**config.mk**
```make
export PLATFORM = sky130hd
export DESIGN_NAME = bcd_xy_entry_flat
export DESIGN_NICKNAME = d
export VERILOG_FILES = /design/src/rtl/bcd_xy_entry_if.sv /design/src/rtl/bcd_xy_entry.sv /design/src/flat_wrapper.sv
export SDC_FILE = /design/constraint.sdc
export NUM_CORES = 1
export LEC_CHECK = 0
export BUFFER_PORTS_ARGS = -buffer_cell sky130_fd_sc_hd__buf_4
export CAP_MARGIN = 10
export CORE_MARGIN = 2
export CORE_UTILIZATION = 40
export DETAILED_ROUTE_END_ITERATION = 8
export SLEW_MARGIN = 20
export SYNTH_ARGS = -nofsm -noshare
export SYNTH_HDL_FRONTEND = slang
export SYNTH_SLANG_ARGS = --single-unit
```
**constraint.sdc**
```tcl
create_clock -name clk -period 3.81 [get_ports clk]
set_input_delay 0.762 -clock clk [delete_from_list [all_inputs] [get_ports clk]]
set_output_delay 0.762 -clock clk [all_outputs]
set_load 0.005 [all_outputs]
```
**src/rtl/bcd_xy_entry_if.sv**
```systemverilog
// rtl/bcd_xy_entry_if.sv - key/switch entry and converted-coordinate bundle for bcd_xy_entry
// Ports (slave = entry block side):
//   digit_in  in  4      digit value from switches (10..15 clamp to 9)
//   key_n     in  3      raw active-low keys: [0] shift, [1] toggle axis, [2] commit
//   axis_sel  out 1      axis being edited (0 = X, 1 = Y)
//   x_bcd     out 12     X digits {hundreds, tens, ones}
//   y_bcd     out 12     Y digits {hundreds, tens, ones}
//   x_out     out OUT_W  last converted X
//   y_out     out OUT_W  last converted Y
//   valid     out 1      one-cycle pulse when x_out/y_out update
//   busy      out 1      conversion in progress
//   sat       out 1      last conversion clamped at least one axis
interface bcd_xy_entry_if #(
  parameter int OUT_W = 8
);
  logic [3:0]       digit_in;
  logic [2:0]       key_n;
  logic             axis_sel;
  logic [11:0]      x_bcd;
  logic [11:0]      y_bcd;
  logic [OUT_W-1:0] x_out;
  logic [OUT_W-1:0] y_out;
  logic             valid;
  logic             busy;
  logic             sat;

  modport master (
    output digit_in, key_n,
    input  axis_sel, x_bcd, y_bcd, x_out, y_out, valid, busy, sat
  );

  modport slave (
    input  digit_in, key_n,
    output axis_sel, x_bcd, y_bcd, x_out, y_out, valid, busy, sat
  );
endinterface

```
**src/rtl/bcd_xy_entry.sv**
```systemverilog
// rtl/bcd_xy_entry.sv - decimal X/Y coordinate entry with iterative BCD-to-binary conversion
// Ports:
//   clk    in     pixel clock, single domain
//   rst    in     synchronous active-high reset
//   io_bus slave  key/switch inputs, live BCD digits, converted X/Y with valid/busy/sat
module bcd_xy_entry #(
  parameter int OUT_W = 8,
  parameter int MAX_X = 255,
  parameter int MAX_Y = 255
) (
  input  logic          clk,
  input  logic          rst,
  bcd_xy_entry_if.slave io_bus
);

  typedef enum logic [1:0] {
    ST_IDLE,
    ST_CX,
    ST_CY,
    ST_DONE
  } state_t;

  localparam logic [9:0]       MAX_X_ACC = 10'(MAX_X);
  localparam logic [9:0]       MAX_Y_ACC = 10'(MAX_Y);
  localparam logic [OUT_W-1:0] MAX_X_OUT = OUT_W'(MAX_X);
  localparam logic [OUT_W-1:0] MAX_Y_OUT = OUT_W'(MAX_Y);

  state_t           r_state;
  state_t           w_state_next;
  logic [2:0]       r_sync1;
  logic [2:0]       r_sync2;
  logic [2:0]       r_prev;
  logic [2:0]       w_stb;
  logic             r_axis;
  logic [11:0]      r_x_bcd;
  logic [11:0]      r_y_bcd;
  logic [9:0]       r_acc;
  logic [1:0]       r_idx;
  logic [OUT_W-1:0] r_x_res;
  logic             r_x_sat;
  logic [OUT_W-1:0] r_x_out;
  logic [OUT_W-1:0] r_y_out;
  logic             r_sat;
  logic [3:0]       w_digit_clamped;
  logic [3:0]       w_digit;
  logic [11:0]      w_bcd_sel;
  logic [9:0]       w_acc_next;
  logic             w_over;
  logic [OUT_W-1:0] w_res;

  // One strobe per press: falling edge of the synchronized key level.
  assign w_stb = r_prev & ~r_sync2;

  assign w_digit_clamped = (io_bus.digit_in > 4'd9) ? 4'd9 : io_bus.digit_in;

  // Digit feeding the accumulator: hundreds first (idx 2), ones last (idx 0).
  always_comb begin
    w_bcd_sel = (r_state == ST_CY) ? r_y_bcd : r_x_bcd;
    w_digit   = w_bcd_sel[3:0];
    case (r_idx)
      2'd2:    w_digit = w_bcd_sel[11:8];
      2'd1:    w_digit = w_bcd_sel[7:4];
      default: w_digit = w_bcd_sel[3:0];
    endcase
  end

  // acc*10 + digit without a multiplier; acc <= 99 here so 10 bits never overflow.
  assign w_acc_next = (r_acc << 3) + (r_acc << 1) + {6'd0, w_digit};

  always_comb begin
    w_over = 1'b0;
    w_res  = w_acc_next[OUT_W-1:0];
    if (r_state == ST_CY) begin
      w_over = (w_acc_next > MAX_Y_ACC);
      if (w_over) w_res = MAX_Y_OUT;
    end else begin
      w_over = (w_acc_next > MAX_X_ACC);
      if (w_over) w_res = MAX_X_OUT;
    end
  end

  always_ff @(posedge clk) begin
    if (rst) r_state <= ST_IDLE;
    else     r_state <= w_state_next;
  end

  always_comb begin
    w_state_next = r_state;
    case (r_state)
      ST_IDLE: if (w_stb[2]) w_state_next = ST_CX;
      ST_CX:   if (r_idx == 2'd0) w_state_next = ST_CY;
      ST_CY:   if (r_idx == 2'd0) w_state_next = ST_DONE;
      ST_DONE: w_state_next = ST_IDLE;
      default: w_state_next = ST_IDLE;
    endcase
  end

  always_ff @(posedge clk) begin
    if (rst) begin
      r_sync1 <= 3'b111;
      r_sync2 <= 3'b111;
      r_prev  <= 3'b111;
      r_axis  <= 1'b0;
      r_x_bcd <= 12'd0;
      r_y_bcd <= 12'd0;
      r_acc   <= 10'd0;
      r_idx   <= 2'd0;
      r_x_res <= '0;
      r_x_sat <= 1'b0;
      r_x_out <= '0;
      r_y_out <= '0;
      r_sat   <= 1'b0;
    end else begin
      r_sync1 <= io_bus.key_n;
      r_sync2 <= r_sync1;
      r_prev  <= r_sync2;
      case (r_state)
        ST_IDLE: begin
          if (w_stb[2]) begin
            // Commit wins over any shift/toggle landing in the same cycle.
            r_acc <= 10'd0;
            r_idx <= 2'd2;
          end else begin
            // Shift uses the pre-toggle axis when both strobe together.
            if (w_stb[0]) begin
              if (r_axis) r_y_bcd <= {r_y_bcd[7:0], w_digit_clamped};
              else        r_x_bcd <= {r_x_bcd[7:0], w_digit_clamped};
            end
            if (w_stb[1]) r_axis <= ~r_axis;
          end
        end
        ST_CX: begin
          if (r_idx == 2'd0) begin
            r_x_res <= w_res;
            r_x_sat <= w_over;
            r_acc   <= 10'd0;
            r_idx   <= 2'd2;
          end else begin
            r_acc <= w_acc_next;
            r_idx <= r_idx - 2'd1;
          end
        end
        ST_CY: begin
          if (r_idx == 2'd0) begin
            // Outputs change on entry to DONE so they coincide with valid.
            r_x_out <= r_x_res;
            r_y_out <= w_res;
            r_sat   <= r_x_sat | w_over;
          end else begin
            r_acc <= w_acc_next;
            r_idx <= r_idx - 2'd1;
          end
        end
        default: ;
      endcase
    end
  end

  assign io_bus.axis_sel = r_axis;
  assign io_bus.x_bcd    = r_x_bcd;
  assign io_bus.y_bcd    = r_y_bcd;
  assign io_bus.x_out    = r_x_out;
  assign io_bus.y_out    = r_y_out;
  assign io_bus.sat      = r_sat;
  assign io_bus.valid    = (r_state == ST_DONE);
  assign io_bus.busy     = (r_state != ST_IDLE);

endmodule
```
**src/flat_wrapper.sv**
```systemverilog
// flat-port wrapper written by rule: the top's interface ports become plain ports
module bcd_xy_entry_flat 
#(
  parameter int OUT_W = 8,
  parameter int MAX_X = 255,
  parameter int MAX_Y = 255
)
  (clk, rst, io_bus_digit_in, io_bus_key_n, io_bus_axis_sel, io_bus_x_bcd, io_bus_y_bcd, io_bus_x_out, io_bus_y_out, io_bus_valid, io_bus_busy, io_bus_sat);
  bcd_xy_entry_if #(.OUT_W(OUT_W)) io_bus_i ();
  input  logic clk;
  input  logic rst;
  input wire logic [$bits(io_bus_i.digit_in)-1:0] io_bus_digit_in;
  input wire logic [$bits(io_bus_i.key_n)-1:0] io_bus_key_n;
  output wire logic [$bits(io_bus_i.axis_sel)-1:0] io_bus_axis_sel;
  output wire logic [$bits(io_bus_i.x_bcd)-1:0] io_bus_x_bcd;
  output wire logic [$bits(io_bus_i.y_bcd)-1:0] io_bus_y_bcd;
  output wire logic [$bits(io_bus_i.x_out)-1:0] io_bus_x_out;
  output wire logic [$bits(io_bus_i.y_out)-1:0] io_bus_y_out;
  output wire logic [$bits(io_bus_i.valid)-1:0] io_bus_valid;
  output wire logic [$bits(io_bus_i.busy)-1:0] io_bus_busy;
  output wire logic [$bits(io_bus_i.sat)-1:0] io_bus_sat;
  assign io_bus_i.digit_in = io_bus_digit_in;
  assign io_bus_i.key_n = io_bus_key_n;
  assign io_bus_axis_sel = io_bus_i.axis_sel;
  assign io_bus_x_bcd = io_bus_i.x_bcd;
  assign io_bus_y_bcd = io_bus_i.y_bcd;
  assign io_bus_x_out = io_bus_i.x_out;
  assign io_bus_y_out = io_bus_i.y_out;
  assign io_bus_valid = io_bus_i.valid;
  assign io_bus_busy = io_bus_i.busy;
  assign io_bus_sat = io_bus_i.sat;
  bcd_xy_entry #(.OUT_W(OUT_W), .MAX_X(MAX_X), .MAX_Y(MAX_Y)) u_core (.clk(clk), .rst(rst), .io_bus(io_bus_i));
endmodule
```
==> results of run 1 <==
## cell usage in the layout, fill, tap and decap left out, types with 2 or more instances in the layout
cell type,synthesis,final
nor3_1,6,6
and2_1,2,2
ha_2,0,2
mux2i_1,12,12
nor2_1,60,60
clkinv_2,0,2
nor4_1,5,4
dfxtp_1,73,73
inv_1,12,12
ha_1,22,19
nand2_1,51,51
a211oi_2,3,3
o21a_1,2,2
o21ai_0,11,11
or2_2,10,10
a311oi_1,3,3
xnor2_1,4,4
buf_4,0,53
clkbuf_8,0,11
a22oi_1,17,17
xor2_1,2,2
xnor2_2,2,2
fa_1,2,2
a211oi_1,8,8
nor2b_1,3,3
a21oi_1,26,26
o211ai_1,5,5
## timing repair
item | 4_1_cts | 5_1_grt
buffers inserted | 0 | 1
gates resized for setup | 0 | 5
endpoints found under the setup margin | 0 | 18
## per-layer routing
layer  vias up  part of all wire [%]  global-route usage [%]
met5         -                     0                       0
met4         0                   1.8                    7.74
met3        12                   4.7                    3.72
met2        56                    43                    23.8
met1      1233                    51                    24.0
li1       1388                     -                       -
## metrics by stage
| step | util, % | power (mW) | area, µm² | setup TNS [ns] |
|---|---|---|---|---|
| floorplan | - | 1.28 | 3340 | 0 |
| global placement | 46.1 | 1.42 | 3770 | 0 |
| detailed placement | 46.1 | 1.43 | 3770 | 0 |
| CTS | 48.5 | 2.04 | 3960 | 0 |
| global route | 48.8 | 2.18 | 3990 | -0.00914 |
| finish | 48.8 | 2.03 | 3990 | 0 |
## cells in the mapped netlist, drive strengths merged
master,n
a211oi,11
a21o,1
a21oi,27
a221oi,1
a22oi,17
a311oi,4
and2,2
and2b,1
and4bb,1
buf,3
clkbuf,20
dfxtp,73
fa,2
ha,22
inv,12
mux2i,12
nand2,51
nand2b,1
nand3b,1
nand4b,1
nand4bb,1
nor2,62
nor2b,3
nor3,6
nor3b,1
nor4,5
o211a,1
o211ai,5
o21a,2
o21ai,11
o22ai,1
o31a,1
or2,10
or3,1
xnor2,6
xor2,2
## state kept, by name, summed over array words and instances, names as in the netlist
| signal | cells |
|---|---|
| u_core.io_bus.x_bcd | 12 |
| u_core.io_bus.y_bcd | 12 |
| u_core.r_acc | 9 |
| u_core.io_bus.x_out | 8 |
| u_core.io_bus.y_out | 8 |
| u_core.r_x_res | 8 |
| u_core.r_prev | 3 |
| u_core.r_sync1 | 3 |
| u_core.r_sync2 | 3 |
| u_core.r_idx | 2 |
| u_core.r_state | 2 |
| u_core.io_bus.axis_sel | 1 |
| u_core.io_bus.sat | 1 |
| u_core.r_x_sat | 1 |
## logic make-up after synthesis
logic type               after synthesis
AO/OA/AOI/OAI                         82
XOR/XNOR                               8
adder cells (fa/ha/maj)               24
buffers and inverters                 35
flip-flops                            73
multiplexers                          12
AND/OR/NAND/NOR                      147
## how the worst min path moves through the flow
| stage | startpoint | to | slack (ns) | depth (start not counted) |
|---|---|---|---|---|
| after floorplan | u_core.r_sync1[0]$_SDFF_PP1_ | u_core.r_sync2[0]$_SDFF_PP1_ | 0.39 | 1 |
| after global placement | u_core.r_sync1[2]$_SDFF_PP1_ | u_core.r_sync2[2]$_SDFF_PP1_ | 0.39 | 1 |
| after detailed placement | u_core.r_sync1[0]$_SDFF_PP1_ | u_core.r_sync2[0]$_SDFF_PP1_ | 0.39 | 1 |
| after CTS | u_core.r_sync1[2]$_SDFF_PP1_ | u_core.r_sync2[2]$_SDFF_PP1_ | 0.41 | 1 |
| after global routing | u_core.r_sync1[0]$_SDFF_PP1_ | u_core.r_sync2[0]$_SDFF_PP1_ | 0.42 | 1 |
| final | u_core.r_sync1[2]$_SDFF_PP1_ | u_core.r_sync2[2]$_SDFF_PP1_ | 0.41 | 1 |
## layout make-up
| cell class | count | share of cell area, % |
|---|---|---|
| Clock buffer | 12 | 3.89 |
| Clock inverter | 3 | 1.00 |
| Inverter | 12 | 1.13 |
| Multi-Input combinational cell | 273 | 44.1 |
| Sequential cell | 73 | 36.6 |
| Tap cell | 105 | 3.29 |
| Timing Repair Buffer | 53 | 9.97 |
## worst register-to-register path, stage by stage (launching register included)
cell and delay, ns:
dfxtp_1 0.35, inv_1 0.10, ha_2 0.25, a22oi_1 0.20, nand2_1 0.07, o211ai_1 0.09, o21ai_0 0.14, fa_1 0.53
inv_1 0.06, fa_1 0.45, nor2b_1 0.16, o31a_1 0.16, o22ai_1 0.12, xnor2_2 0.20, buf_4 0.18, nor4_1 0.26
nor3_1 0.08
## where the power goes
group          internal, mW  switching [mW]
registers             0.838          0.0456
clock network         0.333           0.270
logic                 0.217           0.331
total                  1.39           0.646
==> impl_metrics.csv, run 1 <==
group,metric,value,unit
clock_network,clockRootBuffer,"clkbuf_8",
finish,drive_gt1_share,21.6,%
sta,fmax,285,MHz
detailed_routing,wire_per_inst,13.8,µm
synthesis,yosys-top-cells-area,"dfxtp_1, ha_1, nor2_1",
critical_path,cp.depth,16,
clock_network,htree_num_levels,3,
detailed_routing,drc_errors,0,
critical_path,cp.arrival,3.72,ns
critical_path,reg2reg_to,"u_core.r_x_res[5]$_SDFFE_PP0P_",
critical_path,crit_end,"u_core.r_x_res[5]$_SDFFE_PP0P_",
critical_path,cp-start-kind,"register",
synthesis,yosysTopAreaCell,"dfxtp_1",
finish,area_growth,19.5,%
critical_path,ff2ff_path_depth,16,
placed_design,gp_congestion,0.845,
synthesis,yosysSeqAreaShare,43.7,%
floorplanning,die_h,95.4,µm
detailed_routing,drtIter0Drc,108,
clock_network,numCtsBuffers,9,
finish,antenna_cells,0,
synthesis,synthAdderAreaFrac,9.44,%
finish,layoutNonFillerInstCount,531,
floorplanning,core_area,8180,µm²
clock_network,path_clk_slew,0.07,ns
global_route,grt_first_pass_wirelength,11800,µm
outcome,status,"complete, no violations",
sta,finalCritPeriodShare,92.2,%
synthesis,synth_cell_types,43,
critical_path,end_kind,"register",
synthesis,synth_xor_area_share,2.55,%
global_route,grt_start_max_net_pins,74,
sta,timing.final.crit_period,3.51,ns
placed_design,hpwl,5020,µm
critical_path,crit_path_start,"u_core.r_idx[1]$_SDFFE_PP0P_",
synthesis,synthMuxAreaShare,3.60,%
placed_design,dp_cells,515,
sta,slew_viol_final,0,
critical_path,rrSetupSlack,0.30,ns
placed_design,place_ws,0.124,ns
detailed_routing,viasPerCell,5.06,
finish,nets,455,
finish,fillers,839,
clock_network,cts_tree,"done",
global_route,grt_usage,16.7,%
critical_path,cp_top_family,"adder cells",
synthesis,synthCells,381,
critical_path,crit_chain,"inv_1 > ha_2 > a22oi_1 > nand2_1 > o211ai_1 > o21ai_0 > fa_1 > inv_1 > fa_1 > nor2b_1 > o31a_1 > o22ai_1 > xnor2_2 > buf_4 > nor4_1 > nor3_1",
detailed_routing,vias,2689,
floorplanning,ios,53,
synthesis,ys_ff_latch,73,
finish,multi_input_area,1760,µm²
detailed_routing,antenna_left,0,
critical_path,crit_type,"register to register",
sta,setup_viol,0,
min_path,min-delay-path-class,"register to register",
sta,setup_slack,0.297,ns
synthesis,synth_compound_area_share,16.8,%
finish,seqCellArea,1460,µm²
global_route,grt_pass1_vias,2393,
synthesis,syn-num-nets,414,
global_route,grt_overflow,0,
critical_path,reg2reg_from,"u_core.r_idx[1]$_SDFFE_PP0P_",
global_route,grt_antenna_before_repair,0,
placed_design,portBuffers,52,
clock_network,cts.sinks,73,
sta,skew,0.00820,ns
synthesis,syn_avg_cell_area,8.77,µm²
critical_path,cpPeakStageDelay,0.53,ns
clock_network,clk_latency,0.34,ns
synthesis,synth_top_family_by_area,"simple AND/OR/NAND/NOR gates",
detailed_routing,drt_wl_total,7330,µm
critical_path,critPathSlowestCell,"fa_1",
sta,slew_headroom,43.8,%
floorplanning,dieArea,9100,µm²
critical_path,crit_required,4.01,ns
synthesis,netlist_area,3340,µm²
pwr,ir_worst_vdd,0.203,mV
pwr,leakage,1.71,nW
pwr,powerDensity,510,nW/µm²
sta,worst_pin_slew,0.839,ns
critical_path,critical_path_buf_inv_count,3,
sta,hold_viol,0,
floorplanning,rows,33,
sta,whs,0.409,ns
clock_network,clockBufferDepth,2,
synthesis,yosysWarnings,0,
run,drv_cap,0,
synthesis,yosys.area_share.simple,19.7,%
detailed_routing,firstDrtPassIters,4,
floorplanning,start_util,40.9,%
synthesis,synth_top_area_share,43.7,%
floorplanning,die_width,95.4,µm
clock_network,hold_buffers,0,
critical_path,cp_max_fo,8,
No activity file was read; power rests on OpenSTA's default activity.
==> run 2, diff against run 1 <==
Settings changed: CORE_MARGIN 2 to 1.5.
==> run 2 against run 1 <==
  * Combinational power increased by 4.7%
  * Utilization increased by 1.7 points
  * Critical path depth unchanged
  * Clock skew increased by 0.0044 ns
  * Largest cell class unchanged
  * Maximum frequency decreased by 3.0%
  * Register-to-register slack got worse by 0.11 ns
==> impl_metrics.csv, run 2 (synthesized netlist as in run 1, its figures left out) <==
group,metric,value,unit
detailed_routing,wire_per_inst,13.5,µm
critical_path,reg2reg_from,"u_core.r_idx[0]$_SDFFE_PP0P_",
floorplanning,rows,33,
finish,final_common_cell,"dfxtp_1",
global_route,grt_usage,17.5,%
detailed_routing,drt_wl_total,7240,µm
finish,final_cell_mix,"dfxtp_1, nor2_1, buf_4",
finish,nets,459,
finish,antenna_cells,0,
global_route,grt_pass1_vias,2466,
floorplanning,die_h,94.4,µm
finish,drive_gt1_share,23.0,%
pwr,leakage,1.76,nW
min_path,min-delay-path-class,"register to register",
critical_path,crit_path_start,"u_core.r_idx[0]$_SDFFE_PP0P_",
global_route,grt_first_pass_wirelength,12100,µm
pwr,powerDensity,535,nW/µm²
detailed_routing,antenna_left,0,
pwr,ir_worst_vdd,0.279,mV
placed_design,gp_congestion,0.832,
placed_design,place_area,3770,µm²
sta,slew_headroom,46.1,%
critical_path,crit_required,4.01,ns
finish,fin_area,4110,µm²
clock_network,clockBufferDepth,2,
critical_path,cp.arrival,3.83,ns
min_path,min_from,"u_core.r_sync1[0]$_SDFF_PP1_",
run,drv_cap,0,
sta,slew_viol_final,0,
pwr,comb_power_share,26.1,%
clock_network,hold_buffers,0,
critical_path,crit_type,"register to register",
sta,timing.final.crit_period,3.62,ns
clock_network,cts_tree,"done",
finish,area_growth,23.0,%
sta,setup_viol,0,
detailed_routing,vias,2717,
placed_design,hpwl,4960,µm
detailed_routing,viasPerCell,5.07,
floorplanning,die_width,94.4,µm
pwr,intPower,1.53,mW
critical_path,cp_max_fo,8,
pwr,seqPwrFrac,40.3,%
global_route,grt_antenna_before_repair,0,
sta,whs,0.410,ns
clock_network,clk_latency,0.35,ns
sta,worst_pin_slew,0.804,ns
global_route,grt_overflow,0,
floorplanning,ios,53,
clock_network,path_clk_slew,0.08,ns
pwr,swShare,30.6,%
sta,fmax,276,MHz
placed_design,portBuffers,52,
clock_network,htree_num_levels,3,
sta,skew,0.0126,ns
sta,finalCritPeriodShare,95.1,%
detailed_routing,firstDrtPassIters,4,
global_route,grt_start_max_net_pins,74,
clock_network,cts.sinks,73,
critical_path,cp-start-kind,"register",
floorplanning,start_util,41.1,%
detailed_routing,drc_errors,0,
sta,setup_slack,0.187,ns
pwr,switchingPower,0.673,mW
floorplanning,core_area,8130,µm²
pwr,p_total,2.20,mW
critical_path,end_kind,"register",
pwr,pwr-share-clk,33.6,%
placed_design,place_ws,0.122,ns
floorplanning,dieArea,8910,µm²
clock_network,numCtsBuffers,9,
outcome,status,"complete, no violations",
sta,hold_viol,0,
clock_network,clockRootBuffer,"clkbuf_8",
detailed_routing,drtIter0Drc,97,
-- run 2: cell count changes in the layout (fill, tap and decap cells not counted) --
cell        delta
bufinv_16      +2
ha_4           +2
dfxtp_2        +1
clkbuf_8       -1
buf_4          +3
buf_12         +1
dfxtp_1        -1
ha_2           -2
a22oi_2        +1
clkinv_2       -1
a22oi_1        -1
clkinvlp_4     +1
-- run 2: worst paths after layout --
| path | cells after the start | to | slack [ns] |
|---|---|---|---|
| min reg2reg | 1 | u_core.r_sync2[0]$_SDFF_PP1_ | 0.41 |
| max | 16 | u_core.r_x_res[5]$_SDFFE_PP0P_ | 0.19 |
| max reg2reg | 16 | u_core.r_x_res[5]$_SDFFE_PP0P_ | 0.19 |
| min | 1 | u_core.r_sync2[0]$_SDFF_PP1_ | 0.41 |
-- run 2: layer usage --
layer  up-vias  wire, µm  track usage [%]
met4         0        92             6.34
met1      1257      3590             23.7
met2        49      3280             26.9
li1       1403         -                -
met3         8       277             4.35
met5         -         0                0
-- run 2: per-stage QoR --
step	util (%)	std cells	TNS (ns)
2_1_floorplan	-	381	0
4_1_cts	49.4	532	0
3_5_place_dp	46.4	516	0
5_1_grt	50.5	536	-0.0353
3_3_place_gp	46.4	516	0
6_report	50.5	536	0
-- run 2: power by group through the flow --
stage	clock, mW	combinational, mW	sequential, mW
after floorplan	0	0.387	0.893
after global placement	0	0.530	0.898
after detailed placement	0	0.536	0.902
after CTS	0.756	0.539	0.884
after global routing	0.789	0.651	0.896
final	0.739	0.574	0.887
-- run 2: worst max-delay path, stage by stage (launching register included) --
cell and delay [ns]:
dfxtp_1 0.40, inv_1 0.16, ha_4 0.23, a22oi_2 0.14, nand2_1 0.08, o211ai_1 0.09
o21ai_0 0.14, fa_1 0.53, inv_1 0.06, fa_1 0.46, nor2b_1 0.15, o31a_1 0.16
o22ai_1 0.12, xnor2_2 0.19, buf_4 0.17, nor4_1 0.29, nor3_1 0.08
-- run 2: cell type report --
type / count / area (µm²)
inverter: 12 / 45.0
sequential: 73 / 1460
clock buffer: 11 / 141
clock inverter: 5 / 103
timing repair buffer: 57 / 440
fill: 765 / 4020
multi-input combinational: 273 / 1790
tap: 105 / 131
-- run 2: timing repair --
action                                  CTS  global route
buffers inserted                          0             4
resized for setup                         0             9
endpoints found under the setup margin    0            18
